File: config.mk
export PLATFORM = sky130hd
export DESIGN_NAME = lsu_riscv
export DESIGN_NICKNAME = d
export VERILOG_FILES = /design/src/rtl/lsu_riscv.sv
export SDC_FILE = /design/constraint.sdc
export NUM_CORES = 1
export LEC_CHECK = 0
export ABC_AREA = 1
export BUFFER_PORTS_ARGS = -buffer_cell sky130_fd_sc_hd__buf_2
export CORE_MARGIN = 2
export CORE_UTILIZATION = 55
export DETAILED_ROUTE_END_ITERATION = 12
export GPL_TIMING_DRIVEN = 0
export PLACE_DENSITY = 0.9
export SYNTH_ARGS = -nofsm -noshare
export SYNTH_HDL_FRONTEND = slang
export SYNTH_SLANG_ARGS = --single-unit
File: constraint.sdc
create_clock -name clk_i -period 5.3 [get_ports clk_i]
set_clock_uncertainty 0.05 [all_clocks]
set_input_delay 0.53 -clock clk_i [delete_from_list [all_inputs] [get_ports clk_i]]
set_output_delay 0.53 -clock clk_i [all_outputs]
set_load 0.005 [all_outputs]
File: src/rtl/lsu_riscv.sv
// lsu_riscv: load/store unit between the RISC-V decoder and a req/gnt/rvalid
// data-memory bus.
// Ports:
//   clk_i, rst_i                      clock, synchronous active-high reset
//   core_req_i/we_i/size_i/addr_i/wd_i  access request from the decoder/ALU
//   core_rd_o                         extended load data (held until next load)
//   core_stall_req_o                  hold PC/instruction while the access runs
//   core_err_o                        one-cycle pulse: misaligned, illegal size, timeout
//   data_*                            data-memory bus (req/gnt, rvalid response)
// Latency: load min 3 stall cycles (data valid in DONE), store min 2.
module lsu_riscv #(
  parameter int unsigned TIMEOUT = 255
) (
  input  logic        clk_i,
  input  logic        rst_i,
  input  logic        core_req_i,
  input  logic        core_we_i,
  input  logic [2:0]  core_size_i,
  input  logic [31:0] core_addr_i,
  input  logic [31:0] core_wd_i,
  output logic [31:0] core_rd_o,
  output logic        core_stall_req_o,
  output logic        core_err_o,
  output logic        data_req_o,
  output logic        data_we_o,
  output logic [3:0]  data_be_o,
  output logic [31:0] data_addr_o,
  output logic [31:0] data_wdata_o,
  input  logic        data_gnt_i,
  input  logic [31:0] data_rdata_i,
  input  logic        data_rvalid_i
);

  localparam logic [2:0] LDST_B  = 3'd0;
  localparam logic [2:0] LDST_H  = 3'd1;
  localparam logic [2:0] LDST_W  = 3'd2;
  localparam logic [2:0] LDST_BU = 3'd4;
  localparam logic [2:0] LDST_HU = 3'd5;

  typedef enum logic [1:0] {IDLE, REQ, RESP, DONE} state_t;

  state_t      state_q, state_d;
  logic [15:0] cnt_q;
  logic        err_q;
  logic [2:0]  size_q;
  logic [1:0]  off_q;

  logic        req_ok;
  logic [3:0]  be_new;
  logic [31:0] wdata_new;
  logic        timeout_hit;
  logic [31:0] rd_shift;
  logic [31:0] rd_ext;

  // Decode of the incoming request: legality, byte enables, lane replication.
  always_comb begin
    req_ok    = 1'b0;
    be_new    = 4'b0000;
    wdata_new = core_wd_i;
    case (core_size_i)
      LDST_B, LDST_BU: begin
        req_ok    = 1'b1;
        be_new    = 4'b0001 << core_addr_i[1:0];
        wdata_new = {4{core_wd_i[7:0]}};
      end
      LDST_H, LDST_HU: begin
        req_ok    = ~core_addr_i[0];
        be_new    = core_addr_i[1] ? 4'b1100 : 4'b0011;
        wdata_new = {2{core_wd_i[15:0]}};
      end
      LDST_W: begin
        req_ok    = (core_addr_i[1:0] == 2'b00);
        be_new    = 4'b1111;
        wdata_new = core_wd_i;
      end
      default: req_ok = 1'b0;
    endcase
  end

  // Counter value TIMEOUT-1 marks the last cycle allowed in REQ/RESP.
  assign timeout_hit = (cnt_q == 16'(TIMEOUT - 1));

  // Load extraction: bring the addressed byte/halfword down to bit 0.
  always_comb begin
    rd_shift = data_rdata_i >> {off_q, 3'b000};
    case (size_q)
      LDST_B:  rd_ext = {{24{rd_shift[7]}}, rd_shift[7:0]};
      LDST_BU: rd_ext = {24'h0, rd_shift[7:0]};
      LDST_H:  rd_ext = {{16{rd_shift[15]}}, rd_shift[15:0]};
      LDST_HU: rd_ext = {16'h0, rd_shift[15:0]};
      default: rd_ext = data_rdata_i;
    endcase
  end

  // Next state and combinational outputs.
  always_comb begin
    state_d          = state_q;
    data_req_o       = 1'b0;
    core_err_o       = 1'b0;
    core_stall_req_o = core_req_i & (state_q != DONE);
    case (state_q)
      IDLE: begin
        if (core_req_i) state_d = req_ok ? REQ : DONE;
      end
      REQ: begin
        data_req_o = 1'b1;
        // A grant in the final allowed cycle still wins over the abort.
        if (data_gnt_i)       state_d = data_we_o ? DONE : RESP;
        else if (timeout_hit) state_d = DONE;
      end
      RESP: begin
        if (data_rvalid_i || timeout_hit) state_d = DONE;
      end
      DONE: begin
        core_err_o = err_q;
        state_d    = IDLE;
      end
      default: state_d = IDLE;
    endcase
  end

  always_ff @(posedge clk_i) begin
    if (rst_i) begin
      state_q      <= IDLE;
      cnt_q        <= 16'h0;
      err_q        <= 1'b0;
      size_q       <= 3'd0;
      off_q        <= 2'd0;
      core_rd_o    <= 32'h0;
      data_we_o    <= 1'b0;
      data_be_o    <= 4'h0;
      data_addr_o  <= 32'h0;
      data_wdata_o <= 32'h0;
    end else begin
      state_q <= state_d;
      case (state_q)
        IDLE: begin
          if (core_req_i) begin
            if (req_ok) begin
              err_q        <= 1'b0;
              cnt_q        <= 16'h0;
              size_q       <= core_size_i;
              off_q        <= core_addr_i[1:0];
              data_we_o    <= core_we_i;
              data_be_o    <= be_new;
              data_addr_o  <= {core_addr_i[31:2], 2'b00};
              data_wdata_o <= wdata_new;
            end else begin
              err_q <= 1'b1;
            end
          end
        end
        REQ: begin
          if (data_gnt_i) begin
            cnt_q <= 16'h0;  // fresh budget for the response phase
          end else begin
            cnt_q <= cnt_q + 16'd1;
            if (timeout_hit) err_q <= 1'b1;
          end
        end
        RESP: begin
          if (data_rvalid_i) begin
            core_rd_o <= rd_ext;
          end else begin
            cnt_q <= cnt_q + 16'd1;
            if (timeout_hit) err_q <= 1'b1;
          end
        end
        default: ;
      endcase
    end
  end

endmodule

# ---- After elaboration in Yosys (flattened, before gate mapping)
# Cells that the tools add are included.
dict set report classes {
  addsub 1
  n_eq_ne 18
  n_shift 2
  muxes 25
  n_bitwise 2
  n_reduce_logical 13
}
# op n
set op_table {}
lappend op_table {{$pmux 32 s4} 1}
lappend op_table {{$mux 16} 4}
lappend op_table {{$pmux 32 s2} 1}
lappend op_table {{$pmux 16 s3} 1}
lappend op_table {{$shr 32x5->16} 1}
lappend op_table {{$add 16x1->16 const B} 1}
lappend op_table {{$eq 16x8->1 const B} 1}
lappend op_table {{$eq 3x3->1 const B} 4}
lappend op_table {{$ne 2x2->1 const B} 6}
lappend op_table {{$pmux 4 s3} 1}
lappend op_table {{$mux 2} 5}
lappend op_table {{$mux 1} 8}
lappend op_table {{$pmux 2 s4} 1}
lappend op_table {{$reduce_and 4->1} 2}
lappend op_table {{$eq 3x1->1 const B} 2}
lappend op_table {{$logic_not 3->1} 2}
lappend op_table {{$pmux 1 s3} 2}
lappend op_table {{$reduce_and 3->1} 2}
lappend op_table {{$eq 2x2->1 const B} 2}
lappend op_table {{$logic_not 2->1} 2}
lappend op_table {{$mux 4} 1}
lappend op_table {{$reduce_or 2->1} 2}
lappend op_table {{$shl 1x2->4 const A} 1}
lappend op_table {{$eq 3x2->1 const B} 1}
lappend op_table {{other kinds (7)} 7}
dict set report word_totals {
  register_bits 123
  inputBits 105
  wordCells 71
}

# ---- Depth between registers and ports, before layout
# Gate-level depths: netlist of the first run.
dict set report depth {
  word_depth 6
  depth_mapped 12
  mapped_depth_nobuf 10
}

# ---- Least setup slack after synthesis of the first run
# Ideal clock, no wire load.
dict set report synth_path {
  path_type {register -> register}
  from {register state_q[0]}
  to {register cnt_q[2]}
  arrival_time_ns 1.678
  required_ns 5.179
  path_slack_ns 3.501
  stages_incl_launch_ff 9
  n_path_buf 2
  period_less_slack_ns 1.799
  path_cell_list {dfxtp_1 -> inv_1 -> ha_1 -> or2_2 -> buf_2 -> nand3_2 -> buf_4 -> nand2_1 -> a21oi_1}
}
dict set report synth_via {
  elab_chain_len 3
}
# element line_no
set synth_lines {}
lappend synth_lines {{start, declared} 42} ;# state_t state_q, state_d;
lappend synth_lines {{start signal, assigned} 135} ;# state_q <= state_d;
lappend synth_lines {{$eq 2x2->1 (tied with other cells)} 136} ;# case (state_q)
lappend synth_lines {{$ne 2x2->1 (no line) / $reduce_bool 3->1 (equally long branches)} n/a}
lappend synth_lines {{$reduce_and 4->1 (no line)} n/a}
lappend synth_lines {{end signal, assigned} 157} ;# cnt_q <= cnt_q + 16'd1;
lappend synth_lines {{end signal, assigned} 165} ;# cnt_q <= cnt_q + 16'd1;
lappend synth_lines {{end, declared} 43} ;# logic [15:0] cnt_q;
# Several ways; a longest one is shown, not always the timed one.
# A chain may end at the register's enable or synchronous reset.

# ---- Worst setup path after layout of the first run
dict set report layout_path {
  from {register state_q[0]}
  to {register cnt_q[7]}
}
# The elaborated chain is that of the path after synthesis.

==> parameters.txt, run 1 <==
Parameter                              Value

Place
  GPL Wtd Cong    0.9661
  Buffers added on ports    205
  Estimated wirelength of the detail-placed design    15220 um

Timing
  Peak clock frequency supported by timing    0.4779 GHz
  Worst Tran Pin Value    0.5514 ns
  Slew Viols, Final    0
  Period utilization    39.48%
  Shortest clock period the worst path allows after layout    2.092 ns
  Final setup violating endpoints    0
  Unrepaired setup endpoints after global routing    false
  Summed negative setup slack over all endpoints    0 ns
  Final hold violations    0
  Rel. slew slack    63.04%

Logic synthesis
  Post-synth EDFFs    0
  Cells after Synth    999
  Proportion of register bits with asynchronous set or reset after synthesis    0%
  Top cells by area, synth    sky130_fd_sc_hd__dfxtp_1 (37%), sky130_fd_sc_hd__nand2_1 (14%), sky130_fd_sc_hd__inv_1 (9.1%), sky130_fd_sc_hd__a21oi_2 (7.9%), sky130_fd_sc_hd__o21ai_1 (6.5%)
  Post-synthesis simple-gate area fraction    26.99%
  Synth warnings    0
  Mean cell area of the mapped netlist    6.659 um2
  Post-synthesis instance area    6653 um2
  Proportion of synthesized area in mux cells    0%
  Area share of fa/ha/maj cells after synthesis    1.317%
  Area share of the leading cell type in the synthesized netlist    37.01%
  Top cell types by occurrence after synthesis    sky130_fd_sc_hd__nand2_1 (250), sky130_fd_sc_hd__inv_1 (162), sky130_fd_sc_hd__dfxtp_1 (123)
  Xor-xnor portion of the synthesized cell area    0%
  Fraction of the yosys area taken by sequential cells    37.01%
  Post-synth top area cell    sky130_fd_sc_hd__dfxtp_1
  Library cells used by synthesis    32
  Commonest register cell after synthesis    sky130_fd_sc_hd__dfxtp_1
  Complex-gate fraction of the synthesized area    20.74%
  Number of synthesized register bits    123
  Combinational family with the most area after synthesis    simple AND/OR/NAND/NOR gates
  Most frequent cell after synthesis    sky130_fd_sc_hd__nand2_1

Worst setup path
  Worst r2r path cells    9
  Largest stage delay on the critical path    0.42 ns
  Path length in cells of the critical path    9
  Critical-path maximum fanout    10
  Arrival time at the worst endpoint    2.35 ns
  Req. time, crit path    5.56 ns
  Cell mode on critical path    sky130_fd_sc_hd__nand2_1
  Kind of end point of the critical path    register
  Cell class contributing the biggest share of worst-path delay    simple AND/OR/NAND/NOR gates
  Critical path's slowest cell    sky130_fd_sc_hd__dfxtp_1
  Launching element type of the critical path    register
  Sum of buffers and inverters on the critical path    3
  Critical path class    reg -> reg
  Critical path, cell by cell    inv_1 > ha_1 > nand2_1 > nand2_1 > inv_2 > nand3_2 > buf_4 > o21ai_1 > nor2_1

Run
  Max-cap viol count    0

Global route
  Maximum number of pins on one net before global-route repair    17
  Antenna violations before repair    1
  Via count of the first global-routing pass    6977
  First-pass GRT wire length    33410 um
  GRT overflow    0
  Global routing usage summed across all routing layers    32.56%

Pwr
  Switching Fraction    36.37%
  Largest vdd supply drop    0.2995 mV
  Total power    3.665 mW
  Total net switching power    1.333 mW
  Power density relative to cell area    432.5 nW/um2
  Standby leakage power    4.178 nW
  Sequential share of power    33.2%
  Combinational share of power    34.0%
  Int Pwr    2.332 mW
  Share of total power in the clock network    32.8%

Floorplan
  Die H    114.0 um
  Initial standard-cell utilization of the core    55.85%
  Floorplan Core Area    11910 um2
  Die Footprint    12990 um2
  Number of I/O pins    209
  X dimension of the die    114.0 um
  Rows    40

Clock tree
  Number of resized instances in the post-cts repair step    0
  Clock buffers created by TritonCTS    17
  Number of buffers on the longest clock path    2
  Setup fix buffers added after clock tree synthesis    0
  Latest clock arrival within the worst-skew pair    0.42 ns
  Clock-pin slew on the worst setup and hold paths    0.06 ns
  CTS Hold Bufs    0
  Clock root buffer master    sky130_fd_sc_hd__clkbuf_16
  H-tree lvl count    4
  CTS tree    built
  Total clock sinks    123

Layout
  Multi-input gate area in the final layout    3271 um2
  Layout cell share with drive strength beyond 1    28.13%
  Layout overhead on the synthesized area    27.37%
  Net total in the final layout    1336
  Layout filler cell count    1004
  Combined flip-flop and latch cell area    2462 um2

Routing
  Post-route DRC violation count    0
  Router iterations before antenna repair    6
  Overall routed net length    20740 um
  Via/cell ratio    5.287
  Via total after detailed routing    7323
  Number of DRC violations after detailed-routing iteration 0    586
  Post-DRT Antenna Nets    0
  Mean routed wirelength per cell    14.98 um

Hold path
  Number of cells on the worst hold path    3
  Hold WC Path Type    in -> reg

Outcome
  Result of the run    completed
-- power by group through the flow --
| stage | combinational, mW | sequential, mW | clock [mW] |
|---|---|---|---|
| final | 1.25 | 1.22 | 1.20 |
| after global routing | 1.40 | 1.23 | 1.25 |
| after CTS | 1.23 | 1.21 | 1.20 |
| after detailed placement | 1.22 | 1.23 | 0 |
| after global placement | 1.18 | 1.22 | 0 |
| after floorplan | 0.799 | 1.23 | 0 |
-- sequential cells by signal (all words and copies together), names as in the netlist --
| signal | cells |
|---|---|
| cnt_q | 16 |
| core_rd_o | 32 |
| data_addr_o | 30 |
| data_be_o | 4 |
| data_wdata_o | 32 |
| data_we_o | 1 |
| err_q | 1 |
| off_q | 2 |
| size_q | 3 |
| state_q | 2 |
-- cells by family (layout without fill, tap and decap cells) --
family | Yosys count | in the layout
other cells | 1 | 3
flops | 123 | 123
compound gates | 226 | 226
fa+ha+maj | 7 | 7
simple gates | 423 | 423
buf+inv | 219 | 456
-- layout make-up --
class,count,area share [%]
multi-input combinational,658,38.60
sequential,123,29.06
timing repair buffer,205,12.11
inverter,169,7.487
clock buffer,22,5.478
buffer,50,3.411
tap,147,2.171
clock inverter,10,1.654
antenna,1,0.02953
-- per-layer routing --
layer	wire [um]	share of wire (%)	GRT usage [%]	vias to the layer above
met1	8101	39	38.75	3264
met3	2000	9.6	9.671	67
li1	-	-	-	3597
met2	9889	48	53.33	395
met4	753	3.6	16.67	0
met5	0	0	0	-
-- final timing paths --
path,from,endpoint,slack (ns)
min reg2reg,data_addr_o[8],data_addr_o[8],0.40
max reg2reg,state_q[0],cnt_q[7],3.21
min,core_addr_i[14],data_addr_o[14],0.32
max,state_q[0],cnt_q[7],3.21
-- cells in the final DEF, fill, tap and decap left out, types with 2 or more instances in the layout --
| cell type | instances |
|---|---|
| sky130_fd_sc_hd__ha_1 | 7 |
| sky130_fd_sc_hd__nand3_1 | 38 |
| sky130_fd_sc_hd__bufinv_16 | 3 |
| sky130_fd_sc_hd__buf_1 | 2 |
| sky130_fd_sc_hd__nor3_2 | 2 |
| sky130_fd_sc_hd__clkinv_1 | 3 |
| sky130_fd_sc_hd__a21oi_1 | 33 |
| sky130_fd_sc_hd__inv_1 | 162 |
| sky130_fd_sc_hd__o21ai_1 | 86 |
| sky130_fd_sc_hd__clkbuf_8 | 2 |
| sky130_fd_sc_hd__or2_2 | 7 |
| sky130_fd_sc_hd__buf_2 | 220 |
| sky130_fd_sc_hd__o21ai_0 | 37 |
| sky130_fd_sc_hd__nor2_2 | 2 |
| sky130_fd_sc_hd__buf_4 | 6 |
| sky130_fd_sc_hd__clkinvlp_4 | 3 |
| sky130_fd_sc_hd__inv_2 | 4 |
| sky130_fd_sc_hd__o211ai_1 | 9 |
| sky130_fd_sc_hd__a21oi_2 | 60 |
| sky130_fd_sc_hd__clkbuf_16 | 17 |
| sky130_fd_sc_hd__nor2_1 | 91 |
| sky130_fd_sc_hd__nand3_2 | 3 |
| sky130_fd_sc_hd__buf_6 | 8 |
| sky130_fd_sc_hd__nand4_1 | 20 |
| sky130_fd_sc_hd__nand2_2 | 2 |
| sky130_fd_sc_hd__clkinv_2 | 2 |
| sky130_fd_sc_hd__nand2_1 | 250 |
| sky130_fd_sc_hd__dfxtp_1 | 123 |
| sky130_fd_sc_hd__nor2_4 | 3 |
| sky130_fd_sc_hd__clkbuf_1 | 22 |
| sky130_fd_sc_hd__conb_1 | 2 |
-- through the flow --
step                util, %  area (um2)  setup WS (ns)  instances  hold slack, ns
floorplan                 -        6656          3.501       1000          0.3911
detailed placement    66.04        7866          3.232       1352          0.3879
CTS                   71.11        8471          3.209       1384          0.3143
global route          71.13        8473          2.985       1385          0.3210
finish                71.13        8473          3.208       1385          0.3234
global placement      66.04        7866          3.262       1352          0.3819
-- worst reg2reg max path: cells and delay by family, from the launching register on --
kind,cells,cell delay (ns)
AND/OR/NAND/NOR,4,0.53
adder cells (fa/ha/maj),1,0.29
AO/OA/AOI/OAI,1,0.18
flip-flops,1,0.42
buffers and inverters,3,0.51
Power figures use the tool's default switching activity.
==> run 2, diff against run 1 <==
--- a/config.mk
+++ b/config.mk
@@ -8,10 +8,10 @@
 export ABC_AREA = 1
 export BUFFER_PORTS_ARGS = -buffer_cell sky130_fd_sc_hd__buf_2
 export CORE_MARGIN = 2
-export CORE_UTILIZATION = 55
+export CORE_UTILIZATION = 47
 export DETAILED_ROUTE_END_ITERATION = 12
 export GPL_TIMING_DRIVEN = 0
-export PLACE_DENSITY = 0.9
+export PLACE_DENSITY = 0.82
 export SYNTH_ARGS = -nofsm -noshare
 export SYNTH_HDL_FRONTEND = slang
 export SYNTH_SLANG_ARGS = --single-unit
==> constraint.sdc (replaced) <==
create_clock -name clk_i -period 1.7 [get_ports clk_i]
set_clock_uncertainty 0.05 [all_clocks]
set_input_delay 0.17 -clock clk_i [delete_from_list [all_inputs] [get_ports clk_i]]
set_output_delay 0.17 -clock clk_i [all_outputs]
set_load 0.005 [all_outputs]
==> parameters.txt, run 2 (synthesis results as in run 1) <==
Parameter                              Value

Outcome
  Result of the run    completed

Global route
  First-pass GRT wire length    34430 um
  Via count of the first global-routing pass    7211
  Maximum number of pins on one net before global-route repair    17
  Global routing usage summed across all routing layers    29.16%
  Antenna violations before repair    0
  GRT overflow    0

Pwr
  Power density relative to cell area    1317 nW/um2
  Switching Fraction    36.02%
  Share of total power in the clock network    31.6%
  Total net switching power    4.296 mW
  Int Pwr    7.630 mW
  Sequential share of power    31.9%
  Standby leakage power    4.420 nW
  Combinational share of power    36.5%
  Largest vdd supply drop    0.7328 mV

Routing
  Number of DRC violations after detailed-routing iteration 0    469
  Overall routed net length    21880 um
  Mean routed wirelength per cell    15.00 um
  Via/cell ratio    5.089
  Post-route DRC violation count    0
  Post-DRT Antenna Nets    0
  Router iterations before antenna repair    5
  Via total after detailed routing    7425

Worst setup path
  Critical path class    reg -> reg
  Critical-path maximum fanout    9
  Timing startpoint of the critical path    size_q[0]
  Req. time, crit path    2.02 ns
  Launching element type of the critical path    register
  Critical R2R Launch    size_q[0]
  Worst reg2reg path endpoint    core_rd_o[25]
  CP endpoint    core_rd_o[25]
  Worst r2r path cells    9
  Arrival time at the worst endpoint    1.98 ns
  Worst reg-to-reg setup slack    0.04 ns
  Kind of end point of the critical path    register

Clock tree
  Clock-pin slew on the worst setup and hold paths    0.06 ns
  Latest clock arrival within the worst-skew pair    0.42 ns
  Clock root buffer master    sky130_fd_sc_hd__clkbuf_16
  H-tree lvl count    4
  Total clock sinks    123
  Number of buffers on the longest clock path    2
  Clock buffers created by TritonCTS    17
  CTS tree    built

Timing
  Slew Viols, Final    0
  Period utilization    97.57%
  Min setup slack post-route    0.04139 ns
  Rel. slew slack    56.29%
  Shortest clock period the worst path allows after layout    1.659 ns
  Peak clock frequency supported by timing    0.6029 GHz
  Worst Tran Pin Value    0.6521 ns
  Summed negative setup slack over all endpoints    0 ns
  Final setup violating endpoints    0
  Final hold violations    0

Floorplan
  Die Footprint    15120 um2
  Number of I/O pins    209
  Initial standard-cell utilization of the core    48.11%
  Die H    123.0 um
  Floorplan Core Area    13830 um2
  X dimension of the die    123.0 um
  Rows    43

Layout
  Post-layout utilization of the core    65.47%
  Registers with the most flip-flops    core_rd_o (32), data_wdata_o (32), data_addr_o (30)
  Net total in the final layout    1378
  Most common library cell in the layout ignoring fill and taps    sky130_fd_sc_hd__nand2_1
  Most frequent cells in the layout    sky130_fd_sc_hd__nand2_1 (244), sky130_fd_sc_hd__buf_2 (217), sky130_fd_sc_hd__inv_1 (160)
  Inserted Diodes    0
  Layout cell share with drive strength beyond 1    30.02%
  Layout overhead on the synthesized area    36.07%

Place
  GPL Wtd Cong    0.9449
  Estimated wirelength of the detail-placed design    15000 um
  Buffers added on ports    205
  Pre-CTS setup slack    -0.3972 ns

Run
  Max-cap viol count    0

Hold path
  Hold WC Path Type    in -> reg
  Number of cells on the worst hold path    3
[run 2: cell count changes in the layout (fill, tap and decap cells not counted), moves of 3 or more]
cell and change:
sky130_fd_sc_hd__buf_2 -3, sky130_fd_sc_hd__buf_4 +10, sky130_fd_sc_hd__clkbuf_1 -6, sky130_fd_sc_hd__clkinv_4 +3, sky130_fd_sc_hd__dfxtp_1 -3, sky130_fd_sc_hd__dlygate4sd3_1 +32, sky130_fd_sc_hd__nand2_1 -6, sky130_fd_sc_hd__nand2_2 +5
[run 2: through the flow]
step,total power [mW],hold slack (ns),cells,area (um2)
final,11.93,0.006115,1459,9052
after global routing,12.63,0.01566,1459,9052
after CTS,11.72,0.006011,1453,8957
after detailed placement,7.670,0.3885,1385,7933
after global placement,7.582,0.3847,1385,7933
after floorplan,6.392,0.2944,1000,6681
[run 2: what timing repair did]
action,in CTS,in global routing
setup endpoints to repair,43,50
endpoints found under the hold margin,32,0
setup buffers,5,6
pin swaps,2,2
hold buffers,32,0
resized for setup,17,18
[run 2: how the worst min path moves through the flow]
stage                     startpoint               end  slack (ns)
finish                     core_we_i         data_we_o       0.006
global route               core_we_i         data_we_o        0.02
CTS                     core_wd_i[3]   data_wdata_o[3]       0.006
detailed placement  data_wdata_o[12]  data_wdata_o[12]        0.39
global placement     core_addr_i[27]   data_addr_o[27]        0.38
floorplan               core_wd_i[0]   data_wdata_o[0]        0.29
[run 2: worst max-delay path, cell delays in order, from the launching register on]
cell	delay, ns
sky130_fd_sc_hd__dfxtp_1	0.32
sky130_fd_sc_hd__inv_1	0.09
sky130_fd_sc_hd__nor3_2	0.51
sky130_fd_sc_hd__nand2_1	0.15
sky130_fd_sc_hd__nand2_2	0.12
sky130_fd_sc_hd__nor2_4	0.05
sky130_fd_sc_hd__buf_4	0.15
sky130_fd_sc_hd__nand2_1	0.07
sky130_fd_sc_hd__nand2_1	0.06
sky130_fd_sc_hd__inv_1	0.04
[run 2: final cells by class]
type / count / area (um2)
inverters: 169 / 639.4
clock buffers: 19 / 452.9
repair buffers: 248 / 1441
multi-input cells: 658 / 3336
well taps: 180 / 225.2
fillers: 1181 / 4775
plain buffers: 49 / 322.8
clock inverters: 13 / 166.4
flip-flops and latches: 123 / 2469
[run 2: layer usage]
layer / GRT usage (%) / wire [um] / vias up
li1: - / - / 3676
met1: 36.38 / 8951 / 3320
met2: 46.96 / 10180 / 375
met3: 7.749 / 2082 / 54
met4: 13.64 / 671 / 0
met5: 0 / 0 / -
[run 2: power by group through the flow]
stage / Sequential [mW] / Combinational, mW / Clock, mW
floorplan: 3.83 / 2.56 / 0
global placement: 3.81 / 3.77 / 0
detailed placement: 3.82 / 3.85 / 0
CTS: 3.78 / 4.14 / 3.80
global route: 3.86 / 4.84 / 3.93
finish: 3.80 / 4.36 / 3.77
==> run 3, diff against run 2 <==
--- a/config.mk
+++ b/config.mk
@@ -7,11 +7,14 @@
 export LEC_CHECK = 0
 export ABC_AREA = 1
 export BUFFER_PORTS_ARGS = -buffer_cell sky130_fd_sc_hd__buf_2
+export CELL_PAD_IN_SITES_DETAIL_PLACEMENT = 1
+export CELL_PAD_IN_SITES_GLOBAL_PLACEMENT = 2
 export CORE_MARGIN = 2
-export CORE_UTILIZATION = 47
+export CORE_UTILIZATION = 24
 export DETAILED_ROUTE_END_ITERATION = 12
 export GPL_TIMING_DRIVEN = 0
-export PLACE_DENSITY = 0.82
+export PLACE_DENSITY = 0.81
+export REMOVE_ABC_BUFFERS = 1
 export SYNTH_ARGS = -nofsm -noshare
 export SYNTH_HDL_FRONTEND = slang
 export SYNTH_SLANG_ARGS = --single-unit
==> parameters.txt, run 3 (synthesis results as in run 1) <==
Parameter                              Value

Outcome
  Result of the run    completed

Worst setup path
  Cell class contributing the biggest share of worst-path delay    buffers and inverters
  Arrival time at the worst endpoint    1.91 ns
  Launching element type of the critical path    register
  Kind of end point of the critical path    register
  Critical path, cell by cell    inv_4 > ha_4 > buf_6 > or2_4 > buf_12 > buf_4 > nand4_1 > nand2_1 > inv_1 > nor2_1
  Req. time, crit path    1.95 ns
  Worst reg-to-reg setup slack    0.05 ns
  Largest stage delay on the critical path    0.38 ns
  Critical path's slowest cell    sky130_fd_sc_hd__dfxtp_4
  Critical path class    reg -> reg
  Sum of buffers and inverters on the critical path    5
  Critical-path maximum fanout    5

Timing
  Unrepaired setup endpoints after global routing    true
  Hold slack    0.01679 ns
  Final setup violating endpoints    0
  Period utilization    97.28%
  Slew Viols, Final    0
  Shortest clock period the worst path allows after layout    1.654 ns
  Min setup slack post-route    0.04631 ns
  Rel. slew slack    57.28%
  Worst Tran Pin Value    0.6373 ns
  Final hold violations    0
  Peak clock frequency supported by timing    0.6047 GHz

Clock tree
  Latest clock arrival within the worst-skew pair    0.41 ns
  Number of buffers on the longest clock path    2
  Clock-pin slew on the worst setup and hold paths    0.06 ns
  H-tree lvl count    4
  Total clock sinks    123
  Clock buffers created by TritonCTS    17
  CTS tree    built
  Clock root buffer master    sky130_fd_sc_hd__clkbuf_16

Floorplan
  Die Footprint    29070 um2
  Initial standard-cell utilization of the core    24.55%
  X dimension of the die    170.5 um
  Number of I/O pins    209
  Floorplan Core Area    27100 um2
  Rows    60
  Die H    170.5 um

Place
  GPL Wtd Cong    0.7772
  Cell count after placement    1531
  Pre-CTS setup slack    -1.310 ns
  Buffers added on ports    206
  Estimated wirelength of the detail-placed design    15960 um

Pwr
  Largest vdd supply drop    0.5429 mV
  Standby leakage power    4.444 nW
  Power density relative to cell area    1310 nW/um2
  Total power    12.37 mW

Layout
  Layout filler cell count    3441
  Most common library cell in the layout ignoring fill and taps    sky130_fd_sc_hd__nand2_1
  Registers with the most flip-flops    core_rd_o (32), data_wdata_o (32), data_addr_o (30)
  Layout cell share with drive strength beyond 1    30.04%
  Layout overhead on the synthesized area    41.98%
  Most frequent cells in the layout    sky130_fd_sc_hd__nand2_1 (244), sky130_fd_sc_hd__buf_2 (204), sky130_fd_sc_hd__inv_1 (159)
  Inserted Diodes    0
  Post-layout utilization of the core    34.85%
  Net total in the final layout    1354
  Non-filler cells in the finished layout    1627

Global route
  First-pass GRT wire length    40370 um
  Maximum number of pins on one net before global-route repair    60
  Via count of the first global-routing pass    7587
  GRT overflow    0
  Global routing usage summed across all routing layers    17.56%
  Antenna violations before repair    1

Routing
  Post-route DRC violation count    0
  Mean routed wirelength per cell    15.53 um
  Number of DRC violations after detailed-routing iteration 0    282
  Router iterations before antenna repair    4
  Post-DRT Antenna Nets    0
  Via total after detailed routing    7308
  Overall routed net length    25270 um
  Via/cell ratio    4.492

Run
  Max-cap viol count    0

Hold path
  Hold WC Path Type    in -> reg
-- run 3: area by class of cell --
type | count | area (um2) | share of cell area, %
well taps | 372 | 465.4 | 4.928
flip-flops and latches | 123 | 2481 | 26.27
multi-input cells | 662 | 3436 | 36.38
inverters | 169 | 664.4 | 7.034
clock buffers | 20 | 466.7 | 4.941
repair buffers | 269 | 1793 | 18.98
clock inverters | 12 | 138.9 | 1.470
-- run 3: path summary, 6_finish.rpt --
path	start	depth (start not counted)	end
min reg2reg	data_wdata_o[6]	2	data_wdata_o[6]
max	state_q[0]	10	cnt_q[3]
max reg2reg	state_q[0]	10	cnt_q[3]
min	data_rdata_i[5]	3	core_rd_o[5]
-- run 3: worst reg2reg max path, stage by stage, from the launching register on --
cell	delay (ns)
sky130_fd_sc_hd__dfxtp_4	0.38
sky130_fd_sc_hd__inv_4	0.05
sky130_fd_sc_hd__ha_4	0.18
sky130_fd_sc_hd__buf_6	0.13
sky130_fd_sc_hd__or2_4	0.25
sky130_fd_sc_hd__buf_12	0.14
sky130_fd_sc_hd__buf_4	0.14
sky130_fd_sc_hd__nand4_1	0.09
sky130_fd_sc_hd__nand2_1	0.05
sky130_fd_sc_hd__inv_1	0.05
sky130_fd_sc_hd__nor2_1	0.04
-- run 3: what timing repair did --
item                                   in CTS  in global routing
pin swaps                                   8                  8
cloned                                      7                  0
hold buffers                               38                  0
endpoints found under the hold margin      38                  0
setup endpoints to repair                 121                102
resized for setup                          33                 22
setup buffers                              13                  6
-- run 3: routing by layer --
metal / track usage [%] / vias to the layer above / part of all wire, %
met1: 21.42 / 3473 / 43
met4: 4.274 / 2 / 0.98
li1: - / 3647 / -
met5: 0 / - / 0.044
met3: 5.737 / 17 / 7.3
met2: 29.90 / 169 / 49
-- run 3: where the power goes --
group	switching (mW)	leakage (nW)	internal, mW
logic	2.72	3.15	2.00
registers	0.420	1.01	3.46
clock network	1.48	0.285	2.29
total	4.62	4.44	7.75
-- run 3: per-stage QoR --
stage,setup TNS (ns),cell area (um2)
global placement,-319.14,7864
CTS,0,9316
floorplan,-148.88,6367
global route,-0.05625,9445
finish,0,9445
detailed placement,-103.14,7948
